**src/rtl/multicycle_main_fsm_if.sv**
```systemverilog
// Control bundle between the multicycle main FSM and the RV32I datapath.
interface multicycle_main_fsm_if;
  logic [6:0] opcode;
  logic       zero;
  logic       PC_write;
  logic       adr_src;
  logic       mem_write;
  logic       IR_write;
  logic [1:0] result_src;
  logic [1:0] ALU_src_a;
  logic [1:0] ALU_src_b;
  logic [1:0] ALU_op;
  logic       reg_write;
  logic       instr_done;
  logic       illegal_instr;

  // FSM side: consumes opcode/zero, drives every control
  modport master (
    input  opcode, zero,
    output PC_write, adr_src, mem_write, IR_write, result_src,
           ALU_src_a, ALU_src_b, ALU_op, reg_write, instr_done, illegal_instr
  );

  // Datapath side: supplies opcode/zero, consumes the controls
  modport slave (
    output opcode, zero,
    input  PC_write, adr_src, mem_write, IR_write, result_src,
           ALU_src_a, ALU_src_b, ALU_op, reg_write, instr_done, illegal_instr
  );
endinterface

```
**src/rtl/multicycle_main_fsm.sv**
```systemverilog
// Main control FSM for the multicycle RV32I core (lw, sw, R, I, beq, jal).
// Controls are Moore-decoded from state; PC_write additionally follows zero
// in BEQ. Write enables are gated by reset so an abandoned instruction never
// completes a write.
module multicycle_main_fsm #(
  parameter logic [6:0] OPC_LW  = 7'b0000011,
  parameter logic [6:0] OPC_SW  = 7'b0100011,
  parameter logic [6:0] OPC_R   = 7'b0110011,
  parameter logic [6:0] OPC_I   = 7'b0010011,
  parameter logic [6:0] OPC_BEQ = 7'b1100011,
  parameter logic [6:0] OPC_JAL = 7'b1101111
) (
  input logic                  clk,
  input logic                  reset,
  multicycle_main_fsm_if.master bus
);

  localparam int unsigned STATE_W = 4;

  localparam logic [3:0] S_FETCH    = 4'd0;
  localparam logic [3:0] S_DECODE   = 4'd1;
  localparam logic [3:0] S_MEMADR   = 4'd2;
  localparam logic [3:0] S_MEMREAD  = 4'd3;
  localparam logic [3:0] S_MEMWB    = 4'd4;
  localparam logic [3:0] S_MEMWRITE = 4'd5;
  localparam logic [3:0] S_EXECR    = 4'd6;
  localparam logic [3:0] S_EXECI    = 4'd7;
  localparam logic [3:0] S_ALUWB    = 4'd8;
  localparam logic [3:0] S_BEQ      = 4'd9;
  localparam logic [3:0] S_JAL      = 4'd10;
  localparam logic [3:0] S_TRAP     = 4'd11;

  logic [STATE_W-1:0] state_q, state_d;
  logic               illegal_q, illegal_d;

  logic       pc_update;
  logic       branch;
  logic       adr_src;
  logic       mem_write;
  logic       ir_write;
  logic       reg_write;
  logic       instr_done;
  logic [1:0] result_src;
  logic [1:0] alu_src_a;
  logic [1:0] alu_src_b;
  logic [1:0] alu_op;

  // State register; reset parks the machine in FETCH
  always_ff @(posedge clk or posedge reset) begin
    if (reset) begin
      state_q <= S_FETCH;
    end else begin
      state_q <= state_d;
    end
  end

  // Sticky illegal-instruction flag, cleared only by reset
  always_ff @(posedge clk or posedge reset) begin
    if (reset) begin
      illegal_q <= 1'b0;
    end else begin
      illegal_q <= illegal_d;
    end
  end

  // Flag is raised on the DECODE -> TRAP transition
  always_comb begin
    illegal_d = illegal_q | ((state_q == S_DECODE) && (state_d == S_TRAP));
  end

  // Next-state and Moore control decode
  always_comb begin
    state_d    = state_q;
    pc_update  = 1'b0;
    branch     = 1'b0;
    adr_src    = 1'b0;
    mem_write  = 1'b0;
    ir_write   = 1'b0;
    reg_write  = 1'b0;
    instr_done = 1'b0;
    result_src = 2'b00;
    alu_src_a  = 2'b00;
    alu_src_b  = 2'b00;
    alu_op     = 2'b00;

    case (state_q)
      S_FETCH: begin
        state_d    = S_DECODE;
        ir_write   = 1'b1;
        alu_src_b  = 2'b10;
        result_src = 2'b10;
        pc_update  = 1'b1;
      end
      S_DECODE: begin
        // Old PC + imm precomputes the branch target into ALU-out
        alu_src_a = 2'b01;
        alu_src_b = 2'b01;
        if ((bus.opcode == OPC_LW) || (bus.opcode == OPC_SW)) begin
          state_d = S_MEMADR;
        end else if (bus.opcode == OPC_R) begin
          state_d = S_EXECR;
        end else if (bus.opcode == OPC_I) begin
          state_d = S_EXECI;
        end else if (bus.opcode == OPC_BEQ) begin
          state_d = S_BEQ;
        end else if (bus.opcode == OPC_JAL) begin
          state_d = S_JAL;
        end else begin
          state_d = S_TRAP;
        end
      end
      S_MEMADR: begin
        alu_src_a = 2'b10;
        alu_src_b = 2'b01;
        state_d   = (bus.opcode == OPC_SW) ? S_MEMWRITE : S_MEMREAD;
      end
      S_MEMREAD: begin
        adr_src = 1'b1;
        state_d = S_MEMWB;
      end
      S_MEMWB: begin
        result_src = 2'b01;
        reg_write  = 1'b1;
        instr_done = 1'b1;
        state_d    = S_FETCH;
      end
      S_MEMWRITE: begin
        adr_src    = 1'b1;
        mem_write  = 1'b1;
        instr_done = 1'b1;
        state_d    = S_FETCH;
      end
      S_EXECR: begin
        alu_src_a = 2'b10;
        alu_src_b = 2'b00;
        alu_op    = 2'b10;
        state_d   = S_ALUWB;
      end
      S_EXECI: begin
        alu_src_a = 2'b10;
        alu_src_b = 2'b01;
        alu_op    = 2'b10;
        state_d   = S_ALUWB;
      end
      S_ALUWB: begin
        result_src = 2'b00;
        reg_write  = 1'b1;
        instr_done = 1'b1;
        state_d    = S_FETCH;
      end
      S_BEQ: begin
        alu_src_a  = 2'b10;
        alu_src_b  = 2'b00;
        alu_op     = 2'b01;
        result_src = 2'b00;
        branch     = 1'b1;
        instr_done = 1'b1;
        state_d    = S_FETCH;
      end
      S_JAL: begin
        // Old PC + 4 is the link value; PC takes the target from ALU-out
        alu_src_a  = 2'b01;
        alu_src_b  = 2'b10;
        alu_op     = 2'b00;
        result_src = 2'b00;
        pc_update  = 1'b1;
        state_d    = S_ALUWB;
      end
      S_TRAP: begin
        state_d = S_TRAP;
      end
      default: begin
        state_d = S_FETCH;
      end
    endcase
  end

  // Enables are masked by reset so an interrupted instruction writes nothing
  assign bus.PC_write      = ~reset & (pc_update | (branch & bus.zero));
  assign bus.IR_write      = ~reset & ir_write;
  assign bus.mem_write     = ~reset & mem_write;
  assign bus.reg_write     = ~reset & reg_write;
  assign bus.instr_done    = ~reset & instr_done;
  assign bus.adr_src       = adr_src;
  assign bus.result_src    = result_src;
  assign bus.ALU_src_a     = alu_src_a;
  assign bus.ALU_src_b     = alu_src_b;
  assign bus.ALU_op        = alu_op;
  assign bus.illegal_instr = illegal_q;

endmodule

```
**src/flat_wrapper.sv**
```systemverilog
// flat-port wrapper written by rule: the top's interface ports become plain ports
module multicycle_main_fsm_flat 
#(
  parameter logic [6:0] OPC_LW  = 7'b0000011,
  parameter logic [6:0] OPC_SW  = 7'b0100011,
  parameter logic [6:0] OPC_R   = 7'b0110011,
  parameter logic [6:0] OPC_I   = 7'b0010011,
  parameter logic [6:0] OPC_BEQ = 7'b1100011,
  parameter logic [6:0] OPC_JAL = 7'b1101111
)
  (clk, reset, bus_opcode, bus_zero, bus_PC_write, bus_adr_src, bus_mem_write, bus_IR_write, bus_result_src, bus_ALU_src_a, bus_ALU_src_b, bus_ALU_op, bus_reg_write, bus_instr_done, bus_illegal_instr);
  multicycle_main_fsm_if bus_i ();
  input logic clk;
  input logic reset;
  input wire logic [$bits(bus_i.opcode)-1:0] bus_opcode;
  input wire logic [$bits(bus_i.zero)-1:0] bus_zero;
  output wire logic [$bits(bus_i.PC_write)-1:0] bus_PC_write;
  output wire logic [$bits(bus_i.adr_src)-1:0] bus_adr_src;
  output wire logic [$bits(bus_i.mem_write)-1:0] bus_mem_write;
  output wire logic [$bits(bus_i.IR_write)-1:0] bus_IR_write;
  output wire logic [$bits(bus_i.result_src)-1:0] bus_result_src;
  output wire logic [$bits(bus_i.ALU_src_a)-1:0] bus_ALU_src_a;
  output wire logic [$bits(bus_i.ALU_src_b)-1:0] bus_ALU_src_b;
  output wire logic [$bits(bus_i.ALU_op)-1:0] bus_ALU_op;
  output wire logic [$bits(bus_i.reg_write)-1:0] bus_reg_write;
  output wire logic [$bits(bus_i.instr_done)-1:0] bus_instr_done;
  output wire logic [$bits(bus_i.illegal_instr)-1:0] bus_illegal_instr;
  assign bus_i.opcode = bus_opcode;
  assign bus_i.zero = bus_zero;
  assign bus_PC_write = bus_i.PC_write;
  assign bus_adr_src = bus_i.adr_src;
  assign bus_mem_write = bus_i.mem_write;
  assign bus_IR_write = bus_i.IR_write;
  assign bus_result_src = bus_i.result_src;
  assign bus_ALU_src_a = bus_i.ALU_src_a;
  assign bus_ALU_src_b = bus_i.ALU_src_b;
  assign bus_ALU_op = bus_i.ALU_op;
  assign bus_reg_write = bus_i.reg_write;
  assign bus_instr_done = bus_i.instr_done;
  assign bus_illegal_instr = bus_i.illegal_instr;
  multicycle_main_fsm #(.OPC_LW(OPC_LW), .OPC_SW(OPC_SW), .OPC_R(OPC_R), .OPC_I(OPC_I), .OPC_BEQ(OPC_BEQ), .OPC_JAL(OPC_JAL)) u_core (.clk(clk), .reset(reset), .bus(bus_i));
endmodule
```
**config.mk**
```make
export PLATFORM = sky130hd
export DESIGN_NAME = multicycle_main_fsm_flat
export DESIGN_NICKNAME = d
export VERILOG_FILES = /design/src/rtl/multicycle_main_fsm_if.sv /design/src/rtl/multicycle_main_fsm.sv /design/src/flat_wrapper.sv
export SDC_FILE = /design/constraint.sdc
export NUM_CORES = 1
export LEC_CHECK = 0
export ABC_CLOCK_PERIOD_IN_PS = 2450
export CAP_MARGIN = 20
export CORE_AREA = 2 2 39 41
export CTS_BUF_LIST = sky130_fd_sc_hd__clkbuf_16
export CTS_CLUSTER_DIAMETER = 120
export CTS_CLUSTER_SIZE = 10
export DETAILED_ROUTE_END_ITERATION = 16
export DIE_AREA = 0 0 41 43
export PLACE_DENSITY = 0.77
export REMOVE_ABC_BUFFERS = 1
export SLEW_MARGIN = 20
export SYNTH_ARGS = -nofsm -noshare
export SYNTH_HDL_FRONTEND = slang
export SYNTH_SLANG_ARGS = --single-unit
```
**constraint.sdc**
```tcl
create_clock -name clk -period 2.45 [get_ports clk]
set_clock_uncertainty 0.1 [all_clocks]
set_input_delay 0.49 -clock clk [delete_from_list [all_inputs] [get_ports clk]]
set_output_delay 0.49 -clock clk [all_outputs]
set_load 0.005 [all_outputs]
```
==> results.json <==
{
  "drt_iter0_markers": 3,
  "diodes": 0,
  "synth_edf_count": 0,
  "crit_chain": "clkdlybuf4s50_1, nor4_1, clkdlybuf4s50_1",
  "place.detailed.instances": 105,
  "ant_nets": 0,
  "ys_types": 32,
  "cts_tree": "yes",
  "worst_pin_slew_ns": 0.327,
  "ys.flop_type": "dfrtp_1",
  "cts_buffer_depth": 2,
  "syn_area_per_cell_sq_um": 7.53,
  "vias_per_cell": 5.35,
  "power_density_nw_per_um2": 1320,
  "synth_common_cells": "7 x nor2_1, 5 x a21oi_1, 5 x dfrtp_1, 5 x nor3_1, 4 x buf_2",
  "routed_wl_um": 1290,
  "route.detailed.drc": 0,
  "final_util_pct": 61.8,
  "path_common_cell": "clkdlybuf4s50_1",
  "synth_seq_cells": 5,
  "final.fill_count": 134,
  "p_int_uw": 713,
  "antenna_found_initial": 0,
  "coreArea_sq_um": 1380,
  "die_width_um": 41,
  "initial_core_util_pct": 37.0,
  "syn_area_sq_um": 512,
  "rows": 14,
  "worst_slack_ns": 0.0738,
  "yosysMostFrequentCell": "nor2_1",
  "grt_pass1_vias": 539,
  "power_leakage_nw": 0.335,
  "synth_top_area_share_pct": 24.4,
  "htree_num_levels": 1,
  "switching_power_uw": 412,
  "period_share_pct": 97.0,
  "placed_cell_area_sq_um": 756,
  "max_freq_mhz": 421,
  "period_minus_slack_ns": 2.38,
  "cp.required_ns": 1.86,
  "combPwrFrac_pct": 56.0,
  "seq_area_frac_synth_pct": 24.4,
  "p_clk_share_pct": 23.4,
  "final-seq-area_sq_um": 130,
  "detail_route.wl_per_cell_um": 11.6,
  "cap_violations": 0,
  "gp_congestion": 0.857,
  "hold_buffers": 0,
  "die_h_um": 43,
  "timing.final.hold_violations": 0,
  "slowest_delay_ns": 0.55,
  "die_area_sq_um": 1760,
  "status": "complete, no violations",
  "fin_nets": 106,
  "ys_async_sr_fraction_pct": 100,
  "sequentialPowerShare_pct": 20.5,
  "clk_pin_slew_ns": 0.03,
  "clock_sinks": 5,
  "ios": 25,
  "port_buffers": 24,
  "finalSetupTns_ns": 0,
  "yosys_warnings": 0,
  "drive_above_1_share_pct": 13.7,
  "fin_hold_ws_ns": 0.368,
  "syn_to_final_growth_pct": 67.0,
  "syn_inst": 68,
  "cp_slowest_cell": "clkdlybuf4s50_1",
  "grt_max_degree": 15,
  "crit_path_end_kind": "primary output",
  "hp-class": "flop to flop",
  "stdcell_count": 111,
  "grt_pass1_wl_um": 2200,
  "cts_inserted_buffers": 3,
  "cp-start-kind": "input pin",
  "ir_worst_vdd_v": 0.00113,
  "p_sw_share_pct": 36.6,
  "dp_slack_ns": 0.0721,
  "hpwl_um": 965,
  "crit_fanout": 5,
  "grt-ovfl-total": 0,
  "path_buf_inv": 2,
  "rsz0062_at_grt": "false",
  "netlist_top_cells_area": "dfrtp_1 24%, nor2_1 5.1%, a21oi_1 4.9%",
  "multiInputGateArea_sq_um": 337,
  "vias": 594,
  "final_max_slew_viol_count": 0,
  "cts_root_buf": "clkbuf_16",
  "arrival_ns": 1.79,
  "fin_total_pwr_mw": 1.12,
  "criticalPathCategory": "input pin to primary output",
  "final_cell_area_sq_um": 855,
  "clk_latency_ns": 0.23,
  "finalSetupViolCount": 0,
  "dr.pass1.iters": 4,
  "synth_largest_area_cell": "dfrtp_1",
  "relSlewSlack_pct": 78.0,
  "grtUsageTotal_pct": 18.1,
  "cp_top_family": "buffers and inverters"
}
-- what timing repair did --
item	in CTS	in global routing
setup buffers	0	2
setup endpoints to repair	0	7
resized for setup	0	5
-- worst paths after layout --
kind	start	to	slack (ns)	depth (start not counted)
worst max-delay path	reset	bus_reg_write	0.07	3
max in group asynchronous	reset	u_core.state_q[2]$_DFF_PP0_	1.58	3
worst max register to register	u_core.state_q[0]$_DFF_PP0_	u_core.bus.illegal_instr$_DFF_PP0_	0.93	5
worst min register to register	u_core.bus.illegal_instr$_DFF_PP0_	u_core.bus.illegal_instr$_DFF_PP0_	0.37	1
min in group asynchronous	reset	u_core.state_q[1]$_DFF_PP0_	0.55	3
worst min-delay path	u_core.bus.illegal_instr$_DFF_PP0_	u_core.bus.illegal_instr$_DFF_PP0_	0.37	1
-- power groups by stage --
stage / Clock (mW) / Combinational, mW / Sequential [mW]
2_1_floorplan: 0 / 0.302 / 0.212
3_5_place_dp: 0 / 0.604 / 0.225
6_report: 0.264 / 0.630 / 0.231
3_3_place_gp: 0 / 0.591 / 0.223
4_1_cts: 0.269 / 0.608 / 0.224
5_1_grt: 0.278 / 0.700 / 0.241
-- worst reg2reg max path, delay by kind of cell (launching register included) --
| kind | cells | cell delay (ns) |
|---|---|---|
| AO/OA/AOI/OAI | 3 | 0.55 |
| XOR/XNOR | 1 | 0.16 |
| buffers and inverters | 1 | 0.19 |
| flip-flops | 1 | 0.46 |
-- layer usage --
metal	vias to the layer above	wire (um)	track usage, %
met4	0	16	6.00
li1	302	-	-
met3	2	87	5.24
met2	22	633	31.3
met5	-	0	0
met1	268	553	19.7
-- flip-flops by register name, indices dropped and copies added, names as in the netlist --
name                      count
u_core.state_q                4
u_core.bus.illegal_instr      1
-- logic make-up after synthesis --
group | synth area share (%)
and+or+nand+nor | 34.5
AOI/OAI and AO/OA | 24.5
buffers and inverters | 9.78
DFF | 24.4
xor gates and xnor gates | 6.85
-- cells in the final DEF (no fill, tap or decap), drive strengths merged, types with 4 or more instances in the layout --
cell type	netlist	layout
clkdlybuf4s50	0	24
nor2	7	7
nor3	5	5
a21oi	5	5
buf	5	5
dfrtp	5	5
inv	3	4
-- area by class of cell --
cell class / count / area share (%)
clock buffer: 3 / 8.78
multi-input combinational: 54 / 39.4
inverter: 3 / 1.32
sequential: 5 / 15.2
clock inverter: 1 / 0.439
timing repair buffer: 29 / 32.5
tap: 16 / 2.34
No activity file was read; power rests on OpenSTA's default activity.
